File: src/rtl/sync_fifo_param.sv
// Parametrised single-clock FIFO with occupancy count and error flags.
// Define FIFO_FWFT_EN for first-word-fall-through reads.
module sync_fifo_param #(
    parameter int DATA_WIDTH = 8,
    parameter int DEPTH      = 16,
    parameter int AF_THRESH  = DEPTH - 2,
    parameter int AE_THRESH  = 2
) (
    input  logic                       clk,
    input  logic                       rst,
    input  logic                       wr_en,
    input  logic [DATA_WIDTH-1:0]      data_in,
    input  logic                       rd_en,
    output logic [DATA_WIDTH-1:0]      data_out,
    output logic [$clog2(DEPTH):0]     fifo_count,
    output logic                       fifo_full,
    output logic                       fifo_empty,
    output logic                       fifo_almost_full,
    output logic                       fifo_almost_empty,
    output logic                       fifo_overflow,
    output logic                       fifo_underflow
);

    localparam int AW = $clog2(DEPTH);
    localparam int CW = AW + 1;

    localparam logic [CW-1:0] LP_DEPTH = CW'(DEPTH);
    localparam logic [CW-1:0] LP_AF    = CW'(AF_THRESH);
    localparam logic [CW-1:0] LP_AE    = CW'(AE_THRESH);

    logic [DATA_WIDTH-1:0] r_mem [DEPTH];
    logic [AW-1:0]         r_wr_ptr;
    logic [AW-1:0]         r_rd_ptr;
    logic [CW-1:0]         r_count;
    logic                  r_full;
    logic                  r_empty;
    logic                  r_af;
    logic                  r_ae;

    logic                  w_wr_acc;
    logic                  w_rd_acc;
    logic [CW-1:0]         w_count_nxt;

    assign w_wr_acc = wr_en & ~r_full;
    assign w_rd_acc = rd_en & ~r_empty;

    // Simultaneous accepted read and write leaves occupancy unchanged.
    always_comb begin
        w_count_nxt = r_count;
        if (w_wr_acc && !w_rd_acc) begin
            w_count_nxt = r_count + CW'(1);
        end else if (w_rd_acc && !w_wr_acc) begin
            w_count_nxt = r_count - CW'(1);
        end
    end

    always_ff @(posedge clk) begin
        if (!rst) begin
            r_wr_ptr <= '0;
            r_rd_ptr <= '0;
            r_count  <= '0;
            r_full   <= 1'b0;
            r_empty  <= 1'b1;
            r_af     <= 1'b0;
            r_ae     <= 1'b1;
        end else begin
            if (w_wr_acc) begin
                r_wr_ptr <= r_wr_ptr + AW'(1);
            end
            if (w_rd_acc) begin
                r_rd_ptr <= r_rd_ptr + AW'(1);
            end
            r_count <= w_count_nxt;
            r_full  <= (w_count_nxt == LP_DEPTH);
            r_empty <= (w_count_nxt == '0);
            r_af    <= (w_count_nxt >= LP_AF);
            r_ae    <= (w_count_nxt <= LP_AE);
        end
    end

    always_ff @(posedge clk) begin
        if (rst && w_wr_acc) begin
            r_mem[r_wr_ptr] <= data_in;
        end
    end

`ifdef FIFO_FWFT_EN
    assign data_out = r_empty ? '0 : r_mem[r_rd_ptr];
`else
    logic [DATA_WIDTH-1:0] r_data_out;

    always_ff @(posedge clk) begin
        if (!rst) begin
            r_data_out <= '0;
        end else if (w_rd_acc) begin
            r_data_out <= r_mem[r_rd_ptr];
        end
    end

    assign data_out = r_data_out;
`endif

    assign fifo_count        = r_count;
    assign fifo_full         = r_full;
    assign fifo_empty        = r_empty;
    assign fifo_almost_full  = r_af;
    assign fifo_almost_empty = r_ae;
    assign fifo_overflow     = rst & wr_en & r_full;
    assign fifo_underflow    = rst & rd_en & r_empty;

endmodule
File: config.mk
export PLATFORM = sky130hd
export DESIGN_NAME = sync_fifo_param
export DESIGN_NICKNAME = d
export VERILOG_FILES = /design/src/rtl/sync_fifo_param.sv
export SDC_FILE = /design/constraint.sdc
export NUM_CORES = 1
export LEC_CHECK = 0
export BUFFER_PORTS_ARGS = -buffer_cell sky130_fd_sc_hd__buf_2
export CORE_ASPECT_RATIO = 0.5
export CORE_MARGIN = 2
export CORE_UTILIZATION = 30
export DETAILED_ROUTE_END_ITERATION = 10
export PLACE_DENSITY = 0.49
export SETUP_SLACK_MARGIN = 0.3
export SLEW_MARGIN = 10
export SYNTH_ARGS = -nofsm -noshare
export SYNTH_HDL_FRONTEND = slang
export SYNTH_SLANG_ARGS = --single-unit
File: constraint.sdc
create_clock -name clk -period 4.1 [get_ports clk]
set_input_delay 0.205 -clock clk [delete_from_list [all_inputs] [get_ports clk]]
set_output_delay 0.205 -clock clk [all_outputs]
set_load 0.05 [all_outputs]
== Word level (Yosys, flattened, before mapping) ==
Memory sizes are Yosys's and may differ from the RTL's. A register that Yosys moved wholly into a read port is not among the register bits.
Index checks and enable logic that the tools add are counted.

* Bitwise logic cells: 8
* $lt $le $gt $ge: 2
* Muxes and demuxes: 4
* Equality and inequality tests: 1
* Add/subtract/negate cells: 4
* Reductions and logical operators: 7

{| class="wikitable"
|+ Operator list
! cell !! count
|-
| $mux W5 || 2
|-
| $add A4 B1 Y4 const B || 2
|-
| $and A1 B1 Y1 || 6
|-
| $add A5 B1 Y5 const B || 1
|-
| $eq A5 B5 Y1 const B || 1
|-
| $ge A5 B4 Y1 const B || 1
|-
| $le A5 B2 Y1 const B || 1
|-
| $logic_not A5 Y1 || 1
|-
| $sub A5 B1 Y5 const B || 1
|-
| $logic_and A1 B1 Y1 || 3
|-
| $logic_not A1 Y1 || 3
|-
| $mux W1 || 2
|-
| $not A1 Y1 || 2
|}

* Flip-flop bits (word level): 17
* Logic and storage cells: 34
* Bits of input ports: 12
* Bits in writable memories: 128
* Memories: 1
* Output and inout port bits: 19

{| class="wikitable"
|+ Memories
! name !! depth !! width !! read ports !! clocked after memory_dff !! wr ports !! RTL line !! source
|-
| r_mem || 16 || 8 || 1 || 1 || 1 || 31 || <nowiki>logic [DATA_WIDTH-1:0] r_mem [DEPTH];</nowiki>
|}

== Depth between registers and ports, before layout ==
Gate-level depths: netlist (run 1).

* Depth after elaboration: 7
* Depth in mapped cells: 7
* Gate-level depth less buffers: 6

== Least setup slack after synthesis (run 1) ==
No wires, ideal clock.

* Path type: register -> register
* From: register r_count[0] (netlist: fifo_count[0])
* To: register r_full (netlist: fifo_full)
* Slack: 2058 ps
* Data arrival time: 1946 ps
* Library setup time: 96 ps
* Cell stages (with the launch flop): 8
* Required time: 4004 ps
* Period minus slack after synthesis: 2042 ps
* Buffers on the path: 1
* Cells stage by stage: dfxtp_1 > clkbuf_1 > inv_1 > ha_1 > or3b_1 > o22ai_2 > mux2i_2 > nor4b_1

* Longest elaborated chain between the ends: 4
* Elaborated cells between the ends (all ways): 5
* Classes of those cells: add/sub (2); eq/ne (1); mux (2)

{| class="wikitable"
|+ RTL lines
! item !! RTL line !! source
|-
| start, declared || 34 || <nowiki>logic [CW-1:0] r_count;</nowiki>
|-
| start signal, assigned || 73 || <nowiki>r_count <= w_count_nxt;</nowiki>
|-
| $sub A5 B1 Y5 || 53 || <nowiki>w_count_nxt = r_count - CW'(1);</nowiki>
|-
| $mux W5 || 52 || <nowiki>end else if (w_rd_acc && !w_wr_acc) begin</nowiki>
|-
| $mux W5 * || 50 || <nowiki>if (w_wr_acc && !w_rd_acc) begin</nowiki>
|-
| $eq A5 B5 Y1 * || 74 || <nowiki>r_full <= (w_count_nxt == LP_DEPTH);</nowiki>
|-
| end signal, assigned || 74 ||
|-
| end, declared || 35 || <nowiki>logic r_full;</nowiki>
|}

Every way passes the cells marked *; elsewhere a longest branch is shown, timed or not.
A chain may end at the register's enable or synchronous reset.

==> summary.md, run 1 <==
| Metric | Value |
|---|---|
| Outcome | `finished clean` |
| Total GRT Usage | `0.1273` |
| Setup ws final | `1.748 ns` |
| Worst min path class | `in2reg` |
| Global-route wire length before repair | `19,750 µm` |
| Root Driver | `clkbuf_16` |
| Die ar. | `21,390 µm²` |
| Area share of the largest cell type after synthesis | `0.6354` |
| I/O Buffers | `30` |
| Post-CTS setup buffers | `0` |
| Post-synth ARST share | `0` |
| Die X | `204.8 µm` |
| R2R depth | `5` |
| Final setup viols | `0` |
| Worst-skew pair later-pin latency | `0.43 ns` |
| Most common cell in the synthesized netlist | `edfxtp_1` |
| Worst hold path depth | `1` |
| Initial antenna violation count | `0` |
| # clock sinks | `153` |
| Switching Share | `0.2613` |
| Final GP Congestion | `0.7440` |
| Final-layout fill cell count | `1,819` |
| Final Power | `3.698 mW` |
| Max transition margin | `0.3905` |
| WL per Instance | `19.61 µm` |
| Setup crit end kind | `flop` |
| Fin Setup TNS | `0 ns` |
| Met1 GRT Util | `0.1846` |
| Layout Nets | `394` |
| Ant. Diodes | `0` |
| Dpl hpwl | `8290 µm` |
| Master of the slowest instance on the critical path | `dfxtp_2` |
| CTS tree | `yes` |
| Leak | `2.299 nW` |
| Commonest cells in the synthesized netlist | `128 x edfxtp_1, 27 x nor2_1, 26 x mux4_2` |
| Netlist cell types | `38` |
| Remaining DRCs | `0` |
| Type of origin of the critical path | `flop` |
| Syn nets | `359` |
| HP Start | `data_in[2]` |
| Synthesis-to-finish area growth | `16.03%` |
| Synth top area cells | `edfxtp_1 64%, mux4_2 9.7%, dfxtp_1 8.3%` |
| Longest Clk Path Bufs | `2` |
| Synth warnings | `0` |
| GR Overflow Total | `0` |
| Num ports | `31` |
| Max stage delay on crit path | `0.72 ns` |
| Worst reg2reg endpoint | `data_out[3]` |
| GR Layer Usage met3 | `0.03258` |
| Num CTS Buffers | `17` |
| Cell total after placement | `622` |
| Crit path cell chain | `buf_4 -> mux4_1 -> a22oi_1 -> a21oi_1 -> a31o_1` |
| WL final | `12,820 µm` |
| Combinational fraction of design power | `0.114` |
| PD cells | `526.8 nW/µm²` |
| Cell area after layout | `7019 µm²` |
| Critical Path AT | `2.66 ns` |
| Post-Syn Area | `6050 µm²` |
| Reg-to-Reg Start | `r_rd_ptr[0]` |
| Total core area | `19,590 µm²` |
| Crit path max fanout | `17` |
| Endpoint of the worst hold path | `r_mem[2][2]` |
| Final Cycle Share | `0.5736` |
| Synthesized area per cell | `17.79 µm²` |
| DP Worst Slack | `1.659 ns` |
| Fin crit period | `2.352 ns` |
| Main flop type after synthesis | `edfxtp_1` |
| RSZ-0062 raised after global routing | `false` |
| Vias per cell | `4.748` |
| Initial core utilization | `0.3087` |
| Final std cells w/o fill | `654` |
| Clock share of power | `0.407` |
| Drt pass-1 iters | `5` |
| Number of routed nets with antenna violations | `0` |
| NetSw | `0.9662 mW` |
| Via count | `3,105` |
| Post-place instance area | `6455 µm²` |
| Post-synthesis sequential area ratio | `0.7181` |
| Post-synthesis cell type with the largest combined area | `edfxtp_1` |
| Gr busiest metal | `met1` |
| Number of global-route vias before repair | `3,127` |
| Post-CTS sizing | `0` |
| Crit path required time | `4.41 ns` |
| Reg clk slew, reported paths | `0.07 ns` |
| CP Class | `reg2reg` |
| FP Rows | `36` |
| Share of total power in sequential cells | `0.480` |
| Post-synth EDFFs | `128` |
| #FFs+latches synth | `153` |
| Largest net degree at the start of global routing | `36` |
| Mapped Cells | `340` |
| Die Y | `104.4 µm` |
| Clock Skew | `0.02294 ns` |
| Int Power | `2.731 mW` |
| Peak Freq | `0.4252 GHz` |
| Iter 0 DRT Violations | `282` |
| Max_cap viols | `0` |
| Cts hold-fix bufs | `0` |
| Worst slew pin tran | `0.9109 ns` |
| Share of cells above drive strength 1 | `0.2474` |
| Worst IR Drop VDD | `0.2835 mV` |
| Final hold violations | `0` |
| M2 GR Usage | `0.1836` |
| # H-tree levels | `4` |
| Fin. max-slew vios | `0` |
| R2r setup slk | `1.75 ns` |
stage by stage:
| step | utilization | hold slack (ns) |
|---|---|---|
| after floorplan | - | 0.3039 |
| after global placement | 0.3294 | 0.4861 |
| final | 0.3582 | 0.1672 |
| after global routing | 0.3582 | 0.1755 |
| after detailed placement | 0.3294 | 0.4871 |
| after CTS | 0.3582 | 0.1594 |
cell usage in the layout, fill, tap and decap left out, types with 3 or more instances in the layout:
master | Yosys | layout
inv_1 | 5 | 5
mux4_1 | 6 | 6
buf_2 | 2 | 30
ha_1 | 7 | 7
dfxtp_1 | 25 | 24
nor2_1 | 27 | 27
a21oi_1 | 13 | 13
clkbuf_16 | 0 | 17
mux4_2 | 26 | 26
xnor2_1 | 3 | 3
buf_4 | 2 | 4
inv_6 | 0 | 6
nand2_1 | 15 | 15
a31o_2 | 3 | 3
and2_1 | 3 | 3
xor2_1 | 5 | 5
nor2b_1 | 4 | 4
nand3_1 | 4 | 4
edfxtp_1 | 128 | 128
a22oi_1 | 17 | 17
a31o_1 | 6 | 6
nand2b_1 | 3 | 3
layer usage:
layer	routed length, µm	vias up
met1	6164	1588
met4	55	0
met3	779	2
met2	5824	84
li1	-	1431
met5	0	-
flip-flops by register name, indices dropped and copies added, names as in the netlist:
signal / count
r_mem: 128
fifo_count: 5
data_out: 8
r_rd_ptr: 4
fifo_almost_full: 1
fifo_full: 1
fifo_almost_empty: 1
fifo_empty: 1
r_wr_ptr: 4
area by class of cell:
cell class	instances	area [µm²]	area share
multi-input combinational	164	1578	0.2248
tap	266	332.8	0.04742
timing repair buffer	34	180.2	0.02567
clock buffer	18	429.2	0.06114
inverter	5	18.77	0.002674
sequential	153	4345	0.6191
clock inverter	14	135.1	0.01925
cells by family after synthesis:
kind of cell,after synthesis,share of synthesized area
AOI/OAI and AO/OA,48,0.05667
xor gates and xnor gates,8,0.01158
adders and majority gates,7,0.01448
buffers and inverters,23,0.02110
DFF,153,0.7181
muxes,33,0.1251
and+or+nand+nor,68,0.05295
worst max-delay path, delay by kind of cell (launching register included):
| family | cells | cell delay [ns] |
|---|---|---|
| AO/OA/AOI/OAI | 3 | 0.62 |
| buffers and inverters | 1 | 0.33 |
| flip-flops | 1 | 0.72 |
| multiplexers | 1 | 0.56 |
how the worst max path moves through the flow:
stage	startpoint	to	depth (start not counted)
floorplan	fifo_count[0]	fifo_full	7
global placement	rst	r_mem[3][4]	4
detailed placement	rst	r_mem[1][7]	4
CTS	r_rd_ptr[0]	data_out[3]	5
global route	r_rd_ptr[0]	data_out[3]	5
finish	r_rd_ptr[0]	data_out[3]	5
power by group through the flow:
stage | sequential, mW | combinational [mW] | clock (mW)
2_1_floorplan | 1.87 | 0.256 | 0
3_3_place_gp | 1.81 | 0.423 | 0
3_5_place_dp | 1.81 | 0.423 | 0
4_1_cts | 1.78 | 0.424 | 1.54
5_1_grt | 1.78 | 0.453 | 1.61
6_report | 1.77 | 0.420 | 1.50
No activity file was read; power rests on OpenSTA's default activity.
==> inputs of run 2 (changes only) <==
Clock period 4.1 ns to 2.3 ns, I/O delays scaled along.
==> run 2 against run 1 <==
  * Sequential cell count is the same
  * Wire length is 1.2% lower
  * Clock skew fell by 0.016 ns
  * Largest power group unchanged
  * Clock power rose by 74%
==> summary.md, run 2 (synthesis gave the netlist of run 1 again) <==
| Metric | Value |
|---|---|
| Total core area | `19,590 µm²` |
| Most common cell after layout, fill and taps aside | `edfxtp_1` |
| Reg clk slew, reported paths | `0.07 ns` |
| WL per Instance | `18.66 µm` |
| RSZ-0062 raised after global routing | `false` |
| Most frequent cells in the layout | `128 x edfxtp_1, 30 x buf_2, 27 x nor2_1, 27 x buf_4, 26 x mux4_2` |
| Final-layout fill cell count | `1,822` |
| Dpl hpwl | `8184 µm` |
| Max_cap viols | `0` |
| Max transition margin | `0.7146` |
| Crit path cell chain | `inv_1 -> ha_1 -> or3b_1 -> o22ai_2 -> mux2i_2 -> nor4b_2` |
| FF/Latch Area | `4347 µm²` |
| Die X | `204.8 µm` |
| Max stage delay on crit path | `0.39 ns` |
| Critical Path AT | `2.16 ns` |
| Number of global-route vias before repair | `3,274` |
| Final setup viols | `0` |
| Worst IR Drop VDD | `0.5384 mV` |
| Worst-skew pair later-pin latency | `0.42 ns` |
| Num CTS Buffers | `17` |
| Fin Setup TNS | `0 ns` |
| CTS tree | `yes` |
| Multi-input gate area | `1584 µm²` |
| Crit path max fanout | `9` |
| GR Overflow Total | `0` |
| Final hold violations | `0` |
| CP Class | `reg2reg` |
| Root Driver | `clkbuf_16` |
| Fin crit period | `1.832 ns` |
| Final GP Congestion | `0.7432` |
| Worst min path class | `in2reg` |
| Setup crit end kind | `flop` |
| Num ports | `31` |
| Vias per cell | `4.705` |
| Longest Clk Path Bufs | `2` |
| Initial core utilization | `0.3087` |
| Final Power | `6.534 mW` |
| I/O Buffers | `30` |
| Die Y | `104.4 µm` |
| Global-route wire length before repair | `19,750 µm` |
| Leak | `2.434 nW` |
| Clock Skew | `0.007200 ns` |
| Master of the slowest instance on the critical path | `dfxtp_1` |
| Register bank with the most flops | `r_mem` |
| Max reg flops | `128` |
| Die ar. | `21,390 µm²` |
| Via count | `3,195` |
| Worst slew pin tran | `0.4282 ns` |
| Layout Nets | `419` |
| Total GRT Usage | `0.1271` |
| Remaining DRCs | `0` |
| Outcome | `finished clean` |
| Synthesis-to-finish area growth | `19.59%` |
| # clock sinks | `153` |
| Share of cells above drive strength 1 | `0.3002` |
| Iter 0 DRT Violations | `181` |
| Crit path required time | `2.63 ns` |
| FP Rows | `36` |
| WL final | `12,670 µm` |
| Fin. max-slew vios | `0` |
| Post-CTS setup buffers | `0` |
| Peak Freq | `0.5460 GHz` |
| # H-tree levels | `4` |
| PD cells | `903.2 nW/µm²` |
| Drt pass-1 iters | `4` |
| Ant. Diodes | `0` |
| Final Cycle Share | `0.7964` |
| Type of origin of the critical path | `flop` |
| Largest net degree at the start of global routing | `36` |
| Initial antenna violation count | `1` |
| Number of routed nets with antenna violations | `0` |
## run 2: what timing repair did
action	CTS	global route
gates resized for setup	0	1
hold buffers	0	0
endpoints found under the setup margin	0	1
endpoints found under the hold margin	0	0
## run 2: area by class of cell
class | count | share of cell area
repair buffers | 59 | 0.05431
flip-flops and latches | 153 | 0.6008
well taps | 266 | 0.04600
clock buffers | 17 | 0.05880
clock inverters | 15 | 0.01851
multi-input cells | 164 | 0.2190
inverters | 5 | 0.002594
## run 2: path summary, 6_finish.rpt
kind	from	endpoint	slack (ns)	cells past startpoint
max reg2reg	fifo_count[1]	fifo_full	0.47	6
max	fifo_count[1]	fifo_full	0.47	6
min reg2reg	data_out[5]	data_out[5]	0.50	1
min	data_in[2]	r_mem[11][2]	0.07	1
## run 2: critical path, delay by kind of cell, from the launching register on
kind | cells | cell delay (ns)
buffers and inverters | 1 | 0.09
DFF | 1 | 0.39
and+or+nand+nor | 2 | 0.60
AOI/OAI and AO/OA | 1 | 0.18
muxes | 1 | 0.33
adders and majority gates | 1 | 0.16
## run 2: power by group
group	switching, mW	internal [mW]
registers	0.0614	3.07
logic	0.483	0.311
clock network	1.19	1.42
## run 2: metrics by stage
stage | cells | utilization | cell area (µm²) | hold slack, ns | setup WS (ns)
final | 679 | 0.3692 | 7234 | 0.07495 | 0.4683
after global routing | 679 | 0.3692 | 7234 | 0.06603 | 0.3346
after CTS | 679 | 0.3689 | 7228 | 0.06687 | 0.4535
after detailed placement | 647 | 0.3404 | 6669 | 0.4824 | 0.4770
after global placement | 647 | 0.3404 | 6669 | 0.4716 | 0.4766
after floorplan | 340 | - | 6051 | 0.2139 | 0.3694
## run 2: per-layer routing
layer	routed length, µm	GRT usage
met5	7	0
met1	5980	0.1690
met2	5980	0.1993
met4	136	0.04193
met3	563	0.03697
